--- config.mk ---
export PLATFORM = sky130hd
export DESIGN_NAME = int_sequencer
export DESIGN_NICKNAME = d
export VERILOG_FILES = /design/src/rtl/int_sequencer.sv
export SDC_FILE = /design/constraint.sdc
export NUM_CORES = 1
export LEC_CHECK = 0
export CORE_MARGIN = 5
export CORE_UTILIZATION = 40
export DETAILED_ROUTE_END_ITERATION = 10
export PLACE_DENSITY = 0.72
export SYNTH_ARGS = -nofsm -noshare
export SYNTH_HDL_FRONTEND = slang
export SYNTH_SLANG_ARGS = --single-unit
--- constraint.sdc ---
create_clock -name PHI_0 -period 3.5 [get_ports PHI_0]
set_clock_uncertainty 0.2 [all_clocks]
set_input_delay 0.525 -clock PHI_0 [delete_from_list [all_inputs] [get_ports PHI_0]]
set_output_delay 0.525 -clock PHI_0 [all_outputs]
set_load 0.02 [all_outputs]
--- src/rtl/int_sequencer.sv ---
// Interrupt/reset front-end for the 65C02 core: pin sync, reset stretch, NMI/BRK/IRQ arbitration.
// Define NMI_HIJACK_EN to let a late NMI take over a pending IRQ/BRK request.
module int_sequencer #(
  parameter int unsigned SYNC_STAGES     = 2,
  parameter int unsigned RES_HOLD_CYCLES = 7,
  parameter logic [15:0] VEC_NMI         = 16'hFFFA,
  parameter logic [15:0] VEC_RES         = 16'hFFFC,
  parameter logic [15:0] VEC_IRQ         = 16'hFFFE
) (
  input  logic        PHI_0,
  input  logic        RES,
  input  logic        NMI_PIN,
  input  logic        IRQ_PIN,
  input  logic        I_FLAG,
  input  logic        BRK_REQ,
  input  logic        INST_BOUNDARY,
  input  logic        INT_ACK,
  output logic        CORE_RST_N,
  output logic        INT_REQ,
  output logic [15:0] INT_VEC,
  output logic [1:0]  INT_SRC,
  output logic        B_FLAG
);

  localparam int unsigned    CntW   = $clog2(RES_HOLD_CYCLES + 1);
  localparam logic [CntW-1:0] CntMax = CntW'(RES_HOLD_CYCLES);

  localparam logic [1:0] SrcNone = 2'b00;
  localparam logic [1:0] SrcRes  = 2'b01;
  localparam logic [1:0] SrcNmi  = 2'b10;
  localparam logic [1:0] SrcIrq  = 2'b11;

  typedef enum logic [1:0] {StHold, StResVec, StIdle, StPend} state_e;

  state_e                 state_q, state_d;
  logic [SYNC_STAGES-1:0] nmi_sync_q, irq_sync_q;
  logic                   nmi_prev_q, nmi_latch_q, nmi_latch_d;
  logic                   brk_pend_q, brk_pend_d;
  logic [CntW-1:0]        cnt_q, cnt_d;

  logic        rst_n_d, req_d, b_d;
  logic [15:0] vec_d;
  logic [1:0]  src_d;

  logic nmi_s, nmi_fall, irq_act, brk_any, ack_pend;

  assign nmi_s    = nmi_sync_q[SYNC_STAGES-1];
  assign nmi_fall = nmi_prev_q & ~nmi_s;
  assign irq_act  = ~irq_sync_q[SYNC_STAGES-1] & ~I_FLAG;
  // A BRK decoded in the boundary cycle itself is honoured at that boundary.
  assign brk_any  = brk_pend_q | BRK_REQ;
  assign ack_pend = (state_q == StPend) & INT_ACK;

  always_ff @(posedge PHI_0 or negedge RES) begin
    if (!RES) begin
      nmi_sync_q  <= '1;
      irq_sync_q  <= '1;
      nmi_prev_q  <= 1'b1;
      nmi_latch_q <= 1'b0;
      brk_pend_q  <= 1'b0;
      cnt_q       <= '0;
    end else begin
      nmi_sync_q  <= {nmi_sync_q[SYNC_STAGES-2:0], NMI_PIN};
      irq_sync_q  <= {irq_sync_q[SYNC_STAGES-2:0], IRQ_PIN};
      nmi_prev_q  <= nmi_s;
      nmi_latch_q <= nmi_latch_d;
      brk_pend_q  <= brk_pend_d;
      cnt_q       <= cnt_d;
    end
  end

  // A fresh NMI edge wins over a coincident ack of the previous NMI.
  always_comb begin
    nmi_latch_d = nmi_latch_q;
    if (nmi_fall) begin
      nmi_latch_d = 1'b1;
    end else if (ack_pend && (INT_SRC == SrcNmi)) begin
      nmi_latch_d = 1'b0;
    end
    brk_pend_d = brk_pend_q;
    if (BRK_REQ && ((state_q == StIdle) || (state_q == StPend))) begin
      brk_pend_d = 1'b1;
    end else if (ack_pend && B_FLAG) begin
      brk_pend_d = 1'b0;
    end
    cnt_d = cnt_q;
    if ((state_q == StHold) && (cnt_q != CntMax)) begin
      cnt_d = cnt_q + CntW'(1);
    end
  end

  always_ff @(posedge PHI_0 or negedge RES) begin
    if (!RES) begin
      state_q    <= StHold;
      CORE_RST_N <= 1'b0;
      INT_REQ    <= 1'b0;
      INT_VEC    <= VEC_RES;
      INT_SRC    <= SrcRes;
      B_FLAG     <= 1'b0;
    end else begin
      state_q    <= state_d;
      CORE_RST_N <= rst_n_d;
      INT_REQ    <= req_d;
      INT_VEC    <= vec_d;
      INT_SRC    <= src_d;
      B_FLAG     <= b_d;
    end
  end

  always_comb begin
    state_d = state_q;
    unique case (state_q)
      StHold:   if (cnt_q == CntMax) state_d = StResVec;
      StResVec: if (INT_ACK) state_d = StIdle;
      StIdle:   if (INST_BOUNDARY && (nmi_latch_q || brk_any || irq_act)) state_d = StPend;
      StPend:   if (INT_ACK) state_d = StIdle;
      default:  state_d = StHold;
    endcase
  end

  always_comb begin
    rst_n_d = CORE_RST_N;
    req_d   = INT_REQ;
    vec_d   = INT_VEC;
    src_d   = INT_SRC;
    b_d     = B_FLAG;
    unique case (state_q)
      StHold: begin
        if (cnt_q == CntMax) begin
          rst_n_d = 1'b1;
          req_d   = 1'b1;
          src_d   = SrcRes;
          vec_d   = VEC_RES;
        end
      end
      StResVec: begin
        if (INT_ACK) begin
          req_d = 1'b0;
          src_d = SrcNone;
        end
      end
      StIdle: begin
        if (INST_BOUNDARY) begin
          if (nmi_latch_q) begin
            req_d = 1'b1;
            src_d = SrcNmi;
            vec_d = VEC_NMI;
            b_d   = 1'b0;
          end else if (brk_any) begin
            req_d = 1'b1;
            src_d = SrcIrq;
            vec_d = VEC_IRQ;
            b_d   = 1'b1;
          end else if (irq_act) begin
            req_d = 1'b1;
            src_d = SrcIrq;
            vec_d = VEC_IRQ;
            b_d   = 1'b0;
          end
        end
      end
      StPend: begin
        if (INT_ACK) begin
          req_d = 1'b0;
          src_d = SrcNone;
          b_d   = 1'b0;
`ifdef NMI_HIJACK_EN
        end else if ((INT_SRC == SrcIrq) && nmi_latch_q) begin
          // B_FLAG is kept so a hijacked BRK still pushes B=1.
          src_d = SrcNmi;
          vec_d = VEC_NMI;
`endif
        end
      end
      default: ;
    endcase
  end

endmodule

==> key figures, run 1 <==
Synthesis
  • Post-Syn Area: 933.4 µm²
  • Synth Instances: 84
  • Unique masters post-synth: 33
  • Largest family of logic cells by synthesized area: buffers and inverters
  • Synth Area in Adders: 2.681%
  • Post-synthesis xor/xnor area fraction: 0.9383%
  • Synth Area in Compound Gates: 13.81%
  • Yosys warns: 0
  • Post-synthesis sequential area ratio: 51.88%
  • Synthesized area per cell: 11.11 µm²
  • Yosys reg bits: 19
  • Multiplexer area fraction after synthesis: 4.558%
  • Post-synthesis simple-gate area fraction: 10.59%

Placed design
  • # port buffers: 14
  • Post-DP HPWL: 1278 µm
  • GPL Wtd Cong: 0.8452
  • Placed instance count: 122
  • Placed Area: 0.001039 mm²

CTS
  • Post-cts resize count: 0
  • CTS tree: yes
  • Max Buffers Root-to-Sink: 2
  • Cts hold-fix bufs: 0
  • Worst-path clk slew: 100 ps
  • CTS Root Buffer Type: clkbuf_4
  • CTS Sinks: 19
  • CTS H-Tree Depth: 1
  • TritonCTS Buffers: 3
  • Clk_lat worst skew: 290 ps
  • Post-CTS setup buffers: 0

Drt
  • Drt wl/cell: 13.34 µm
  • Vias per Instance: 4.913
  • Routed Antenna Nets: 0
  • Vias: 619
  • Detailed-router iteration count before antenna repair: 4
  • Initial DRC Count: 13
  • Post-Route WL: 1681 µm
  • Drt drc: 0

Timing
  • Slew Viols, Final: 0
  • Fin. Hold Viols: 0
  • RSZ-0062 raised after global routing: false
  • Slew of the pin with the lowest slew margin: 814.1 ps
  • Max Freq: 454.2 MHz
  • Max_slew headroom: 45.56%
  • Final hold slack: 163.0 ps
  • Final min period: 2202 ps
  • Final period utilization: 62.91%
  • Fin Setup TNS: 0 ps
  • Final setup vio count: 0

Setup path
  • Setup crit end kind: output pin
  • Worst path top cell family by delay: buffers and inverters
  • CP Launch Type: flip-flop
  • Reg2reg start: cnt_q[0]
  • WP data required: 2770 ps
  • FF-to-FF End: cnt_q[2]
  • WP data arrival: 1480 ps
  • Crit-path max cell delay: 610 ps
  • Reg-to-reg slack, setup: 1710 ps
  • FF-to-FF path depth: 4
  • Slowest-stage cell, CP: clkdlybuf4s50_1
  • CP Cell Sequence: clkdlybuf4s50_1
  • CP Max Fanout: 4
  • Critical Path Stages: 1
  • Setup crit start: INT_SRC[0]
  • Kind of critical path: reg2out
  • Termination of the worst setup path: INT_SRC[0]
  • CP bufs+invs: 1

Finish
  • Post-route cell area: 0.001065 mm²
  • Share of layout cells above drive strength 1: 18.37%
  • Finished Layout Cells: 126
  • Reg area: 484.2 µm²
  • Area of the multi-input gates: 356.6 µm²
  • Diodes inserted: 0
  • Final Core Density: 48.13%
  • Final net count: 109
  • Area Growth Syn to Fin: 14.07%
  • Fillcell total: 205

Worst hold path
  • Worst hold path type: reg2reg

Power and ir drop
  • Worst VDD drop: 0.2581 mV
  • LEAKAGE: 0.4416 nW
  • Power Dens Cells: 465.2 mW/mm²

Global routing
  • Vias in the first global route: 603
  • Congestion Overflow GR: 0
  • Largest net degree at the start of global routing: 20
  • First-pass GRT wire length: 2691 µm
  • Total GRT Usage: 10.56%
  • Antenna violations before repair: 0

Floorplan
  • Die Ht: 58.31 µm
  • Core ar.: 0.002212 mm²
  • Ports: 29
  • Die Wd: 58.31 µm
  • Die footprint: 0.003399 mm²
  • Rows: 17
  • Starting density of the core: 42.19%

Flow run
  • Max Cap Viol: 0

Run status
  • Status: complete, no violations
[cell families (layout without fill, tap and decap cells)]
logic type | count (synthesis) | count (layout)
xor+xnor | 1 | 1
buf+inv | 22 | 24
compound gates | 17 | 17
fa+ha+maj | 2 | 2
simple gates | 17 | 17
flops | 19 | 19
other cells | 2 | 14
mux | 4 | 4
[registers in the layout, indices dropped and copies added, names as in the netlist]
| register | cells |
|---|---|
| B_FLAG | 1 |
| CORE_RST_N | 1 |
| INT_REQ | 1 |
| INT_SRC | 2 |
| INT_VEC | 2 |
| brk_pend_q | 1 |
| cnt_q | 3 |
| irq_sync_q | 2 |
| nmi_latch_q | 1 |
| nmi_prev_q | 1 |
| nmi_sync_q | 2 |
| state_q | 2 |
[through the flow]
| step | total power [mW] | setup WS, ps |
|---|---|---|
| after global placement | 0.3873 | 1386 |
| after floorplan | 0.3506 | 1833 |
| after CTS | 0.5008 | 1279 |
| after detailed placement | 0.3899 | 1336 |
| after global routing | 0.5246 | 1240 |
| final | 0.4954 | 1298 |
[where the power goes]
group	switching [mW]	leakage (nW)	internal (mW)
clock	0.0642	0.0150	0.0444
combinational	0.0651	0.232	0.0513
sequential	0.0226	0.194	0.248
[area by class of cell]
type,count,area share (%)
Multi-Input combinational cell,55,33.49
Timing Repair Buffer,14,13.16
Sequential cell,19,45.48
Clock buffer,4,2.468
Tap cell,28,3.290
Inverter,6,2.115
[worst register-to-register path: cells and delay by family (launching register included)]
kind,cells,cell delay (ps)
adders and majority gates,2,460
DFF,1,410
muxes,1,370
and+or+nand+nor,1,240
[cells in the mapped netlist]
| cell type | number | area [µm²] |
|---|---|---|
| nor3_2 | 1 | 10.01 |
| and3b_1 | 1 | 8.760 |
| or2_2 | 1 | 6.260 |
| xor2_1 | 1 | 8.760 |
| nand2_1 | 4 | 15.01 |
| o21a_1 | 1 | 7.510 |
| o221ai_1 | 1 | 8.760 |
| o21ai_2 | 1 | 8.760 |
| mux2_2 | 2 | 22.52 |
| a221oi_1 | 1 | 8.760 |
| o21ai_0 | 4 | 20.02 |
| inv_1 | 6 | 22.52 |
| a22o_2 | 1 | 10.01 |
| nor2_1 | 3 | 11.26 |
| a222oi_1 | 1 | 10.01 |
| dfstp_2 | 7 | 183.9 |
| a21oi_1 | 2 | 10.01 |
| o21ba_2 | 1 | 10.01 |
| mux2i_1 | 2 | 20.02 |
| a21bo_1 | 1 | 10.01 |
| a41oi_1 | 1 | 8.760 |
| nand2b_1 | 3 | 18.77 |
| ha_1 | 2 | 25.02 |
| nand3_1 | 1 | 5.000 |
| nor2b_1 | 1 | 6.260 |
| a32oi_1 | 1 | 8.760 |
| or3_4 | 1 | 11.26 |
| nand4_1 | 1 | 6.260 |
| buf_4 | 14 | 105.1 |
| conb_1 | 2 | 7.510 |
| o31ai_1 | 1 | 7.510 |
| buf_2 | 2 | 10.01 |
| dfrtp_1 | 12 | 300.3 |
[worst min-delay path by stage]
stage / start / end / slack (ps) / cells after the start
floorplan: RES / B_FLAG / 30 / 0
global placement: irq_sync_q[0] / irq_sync_q[1] / 150 / 0
detailed placement: nmi_sync_q[0] / nmi_sync_q[1] / 150 / 0
CTS: irq_sync_q[0] / irq_sync_q[1] / 160 / 0
global route: irq_sync_q[0] / irq_sync_q[1] / 170 / 0
finish: irq_sync_q[0] / irq_sync_q[1] / 160 / 0
[placed cells by master (no fill, tap or decap), drive strengths merged, types with 2 or more instances in the layout]
cell type / Yosys / routed
mux2: 2 / 2
conb: 2 / 14
o21ai: 5 / 5
a21oi: 2 / 2
nand2: 4 / 4
mux2i: 2 / 2
ha: 2 / 2
nor2: 3 / 3
nand2b: 3 / 3
dfrtp: 12 / 12
clkdlybuf4s50: 0 / 14
inv: 6 / 6
dfstp: 7 / 7
clkbuf: 0 / 4
[metal layers]
| metal | global-route usage, % | vias up | wire, µm | part of all wire [%] |
|---|---|---|---|---|
| li1 | - | 289 | - | - |
| met4 | 5.960 | 0 | 34 | 2.0 |
| met5 | 0 | - | 0 | 0 |
| met2 | 18.18 | 28 | 810 | 48 |
| met1 | 11.81 | 298 | 683 | 41 |
| met3 | 2.632 | 4 | 153 | 9.1 |
(Power assumes the default switching activity.)
==> run 2: changes to the inputs <==
--- a/config.mk
+++ b/config.mk
@@ -8,7 +8,7 @@
 export CORE_MARGIN = 5
 export CORE_UTILIZATION = 40
 export DETAILED_ROUTE_END_ITERATION = 10
-export PLACE_DENSITY = 0.72
+export PLACE_DENSITY = 0.75
 export SYNTH_ARGS = -nofsm -noshare
 export SYNTH_HDL_FRONTEND = slang
 export SYNTH_SLANG_ARGS = --single-unit
==> constraint.sdc (replaced) <==
create_clock -name PHI_0 -period 1.81 [get_ports PHI_0]
set_clock_uncertainty 0.2 [all_clocks]
set_input_delay 0.2715 -clock PHI_0 [delete_from_list [all_inputs] [get_ports PHI_0]]
set_output_delay 0.2715 -clock PHI_0 [all_outputs]
set_load 0.02 [all_outputs]
==> key figures, run 2 (synthesized netlist as in run 1, its figures left out) <==
Setup path
  • Reg2reg start: cnt_q[0]
  • Kind of critical path: reg2out
  • FF-to-FF End: cnt_q[2]
  • Setup crit start: INT_VEC[1]
  • Setup crit end kind: output pin
  • FF-to-FF path depth: 4 (unchanged)
  • Critical Path Stages: 1 (unchanged)
  • WP data required: 1340 ps (-1430 ps)
  • CP Cell Sequence: clkdlybuf4s50_1
  • Reg-to-reg slack, setup: 90 ps (-1620 ps)
  • CP bufs+invs: 1 (unchanged)
  • Termination of the worst setup path: INT_VEC[1]
  • Slowest-stage cell, CP: clkdlybuf4s50_1
  • Worst path top cell family by delay: buffers and inverters
  • WP data arrival: 1270 ps (-210 ps)
  • CP Launch Type: flip-flop
  • CP Max Fanout: 2 (-2)
  • Crit-path max cell delay: 610 ps (about the same)

Timing
  • Fin. Hold Viols: 0 (unchanged)
  • Final setup vio count: 0 (unchanged)
  • Slew Viols, Final: 0 (unchanged)
  • Max Freq: 574.5 MHz
  • RSZ-0062 raised after global routing: false
  • Final worst slack: 69.42 ps (-1229 ps)
  • Final min period: 1741 ps
  • Final period utilization: 96.16%
  • Final hold slack: 83.52 ps (-79.44 ps)

CTS
  • Worst-path clk slew: 110 ps (about the same)
  • Max Buffers Root-to-Sink: 2 (unchanged)
  • CTS tree: yes
  • Cts hold-fix bufs: 0 (unchanged)
  • CTS Root Buffer Type: clkbuf_4
  • CTS H-Tree Depth: 1 (unchanged)
  • Post-cts resize count: 2 (+2)
  • Post-CTS setup buffers: 0 (unchanged)
  • TritonCTS Buffers: 3 (unchanged)
  • Clk_lat worst skew: 300 ps (about the same)
  • CTS Sinks: 19 (unchanged)

Drt
  • Detailed-router iteration count before antenna repair: 4 (unchanged)
  • Vias per Instance: 4.985 (+1.5%)
  • Vias: 648 (+4.7%)
  • Routed Antenna Nets: 0 (unchanged)
  • Initial DRC Count: 12 (-1)
  • Drt drc: 0 (unchanged)
  • Post-Route WL: 1731 µm (+3.0%)
  • Drt wl/cell: 13.32 µm (-0.19%)

Flow run
  • Max Cap Viol: 0 (unchanged)

Floorplan
  • Ports: 29 (unchanged)
  • Die Wd: 58.31 µm (unchanged)
  • Die footprint: 0.003399 mm² (unchanged)
  • Die Ht: 58.31 µm (unchanged)
  • Rows: 17 (unchanged)
  • Starting density of the core: 42.19% (unchanged)
  • Core ar.: 0.002212 mm² (unchanged)

Finish
  • Largest Register: cnt_q
  • Share of layout cells above drive strength 1: 23.53% (+5.2 points)
  • Commonest non-fill, non-tap cell in the layout: conb_1
  • Commonest cells after routing, fill and taps aside: conb_1, dfrtp_1, clkdlybuf4s50_1
  • Diodes inserted: 0 (unchanged)
  • Area Growth Syn to Fin: 18.50%
  • Final net count: 113 (+3.7%)
  • Max FFs per register: 3 (unchanged)

Placed design
  • DP Worst Slack: -13.73 ps (-1349 ps)
  • Post-DP HPWL: 1319 µm (+3.2%)
  • GPL Wtd Cong: 0.8189 (-3.1%)
  • # port buffers: 14 (unchanged)

Global routing
  • Total GRT Usage: 10.63% (+0.063 points)
  • First-pass GRT wire length: 2711 µm (+0.74%)
  • Vias in the first global route: 619 (+2.7%)
  • Congestion Overflow GR: 0 (unchanged)
  • Largest net degree at the start of global routing: 20 (unchanged)
  • Antenna violations before repair: 0 (unchanged)

Run status
  • Status: complete, no violations

Power and ir drop
  • LEAKAGE: 0.5049 nW (+14%)
  • Worst VDD drop: 0.5969 mV (+130%)
  • Power Dens Cells: 869.8 mW/mm² (+87%)
  • Tot Pwr: 0.9621 mW (+94%)

Worst hold path
  • Worst hold path type: in2async
run 2: metrics by stage:
| stage | TNS (ps) | instance area, µm² | instances | utilization (%) |
|---|---|---|---|---|
| after floorplan | 0 | 978.4 | 96 | - |
| after detailed placement | -27.19 | 1069 | 126 | 48.30 |
| after global placement | 0 | 1069 | 126 | 48.30 |
| final | 0 | 1106 | 130 | 50.00 |
| after global routing | 0 | 1106 | 130 | 50.00 |
| after CTS | 0 | 1096 | 130 | 49.55 |
run 2: area by class of cell:
class	instances	area (µm²)
clock inverter	1	7.507
inverter	6	22.52
timing repair buffer	18	175.2
sequential	19	484.2
clock buffer	3	22.52
multi-input combinational	55	359.1
tap	28	35.03
fill	202	1106
run 2: how the worst min path moves through the flow:
stage | from | endpoint | slack, ps | depth (start not counted)
6_report | RES | cnt_q[1] | 80 | 2
5_1_grt | RES | cnt_q[2] | 70 | 2
4_1_cts | RES | cnt_q[1] | 70 | 2
3_5_place_dp | irq_sync_q[0] | irq_sync_q[1] | 150 | 0
3_3_place_gp | irq_sync_q[0] | irq_sync_q[1] | 150 | 0
2_1_floorplan | RES | B_FLAG | -220 | 0
run 2: where the power goes:
group / leakage, nW / internal (mW) / total [mW] / switching [mW]
Sequential: 0.194 / 0.479 / 0.525 / 0.0459
Clock: 0.0139 / 0.0842 / 0.217 / 0.133
Combinational: 0.297 / 0.0923 / 0.219 / 0.127
Total: 0.505 / 0.656 / 0.962 / 0.306
run 2: routing by layer:
| metal | share of wire [%] | vias to the layer above | GRT usage, % |
|---|---|---|---|
| li1 | - | 294 | - |
| met1 | 38 | 312 | 11.29 |
| met2 | 50 | 38 | 18.34 |
| met3 | 11 | 4 | 5.263 |
| met4 | 1.2 | 0 | 3.311 |
| met5 | 0 | - | 0 |
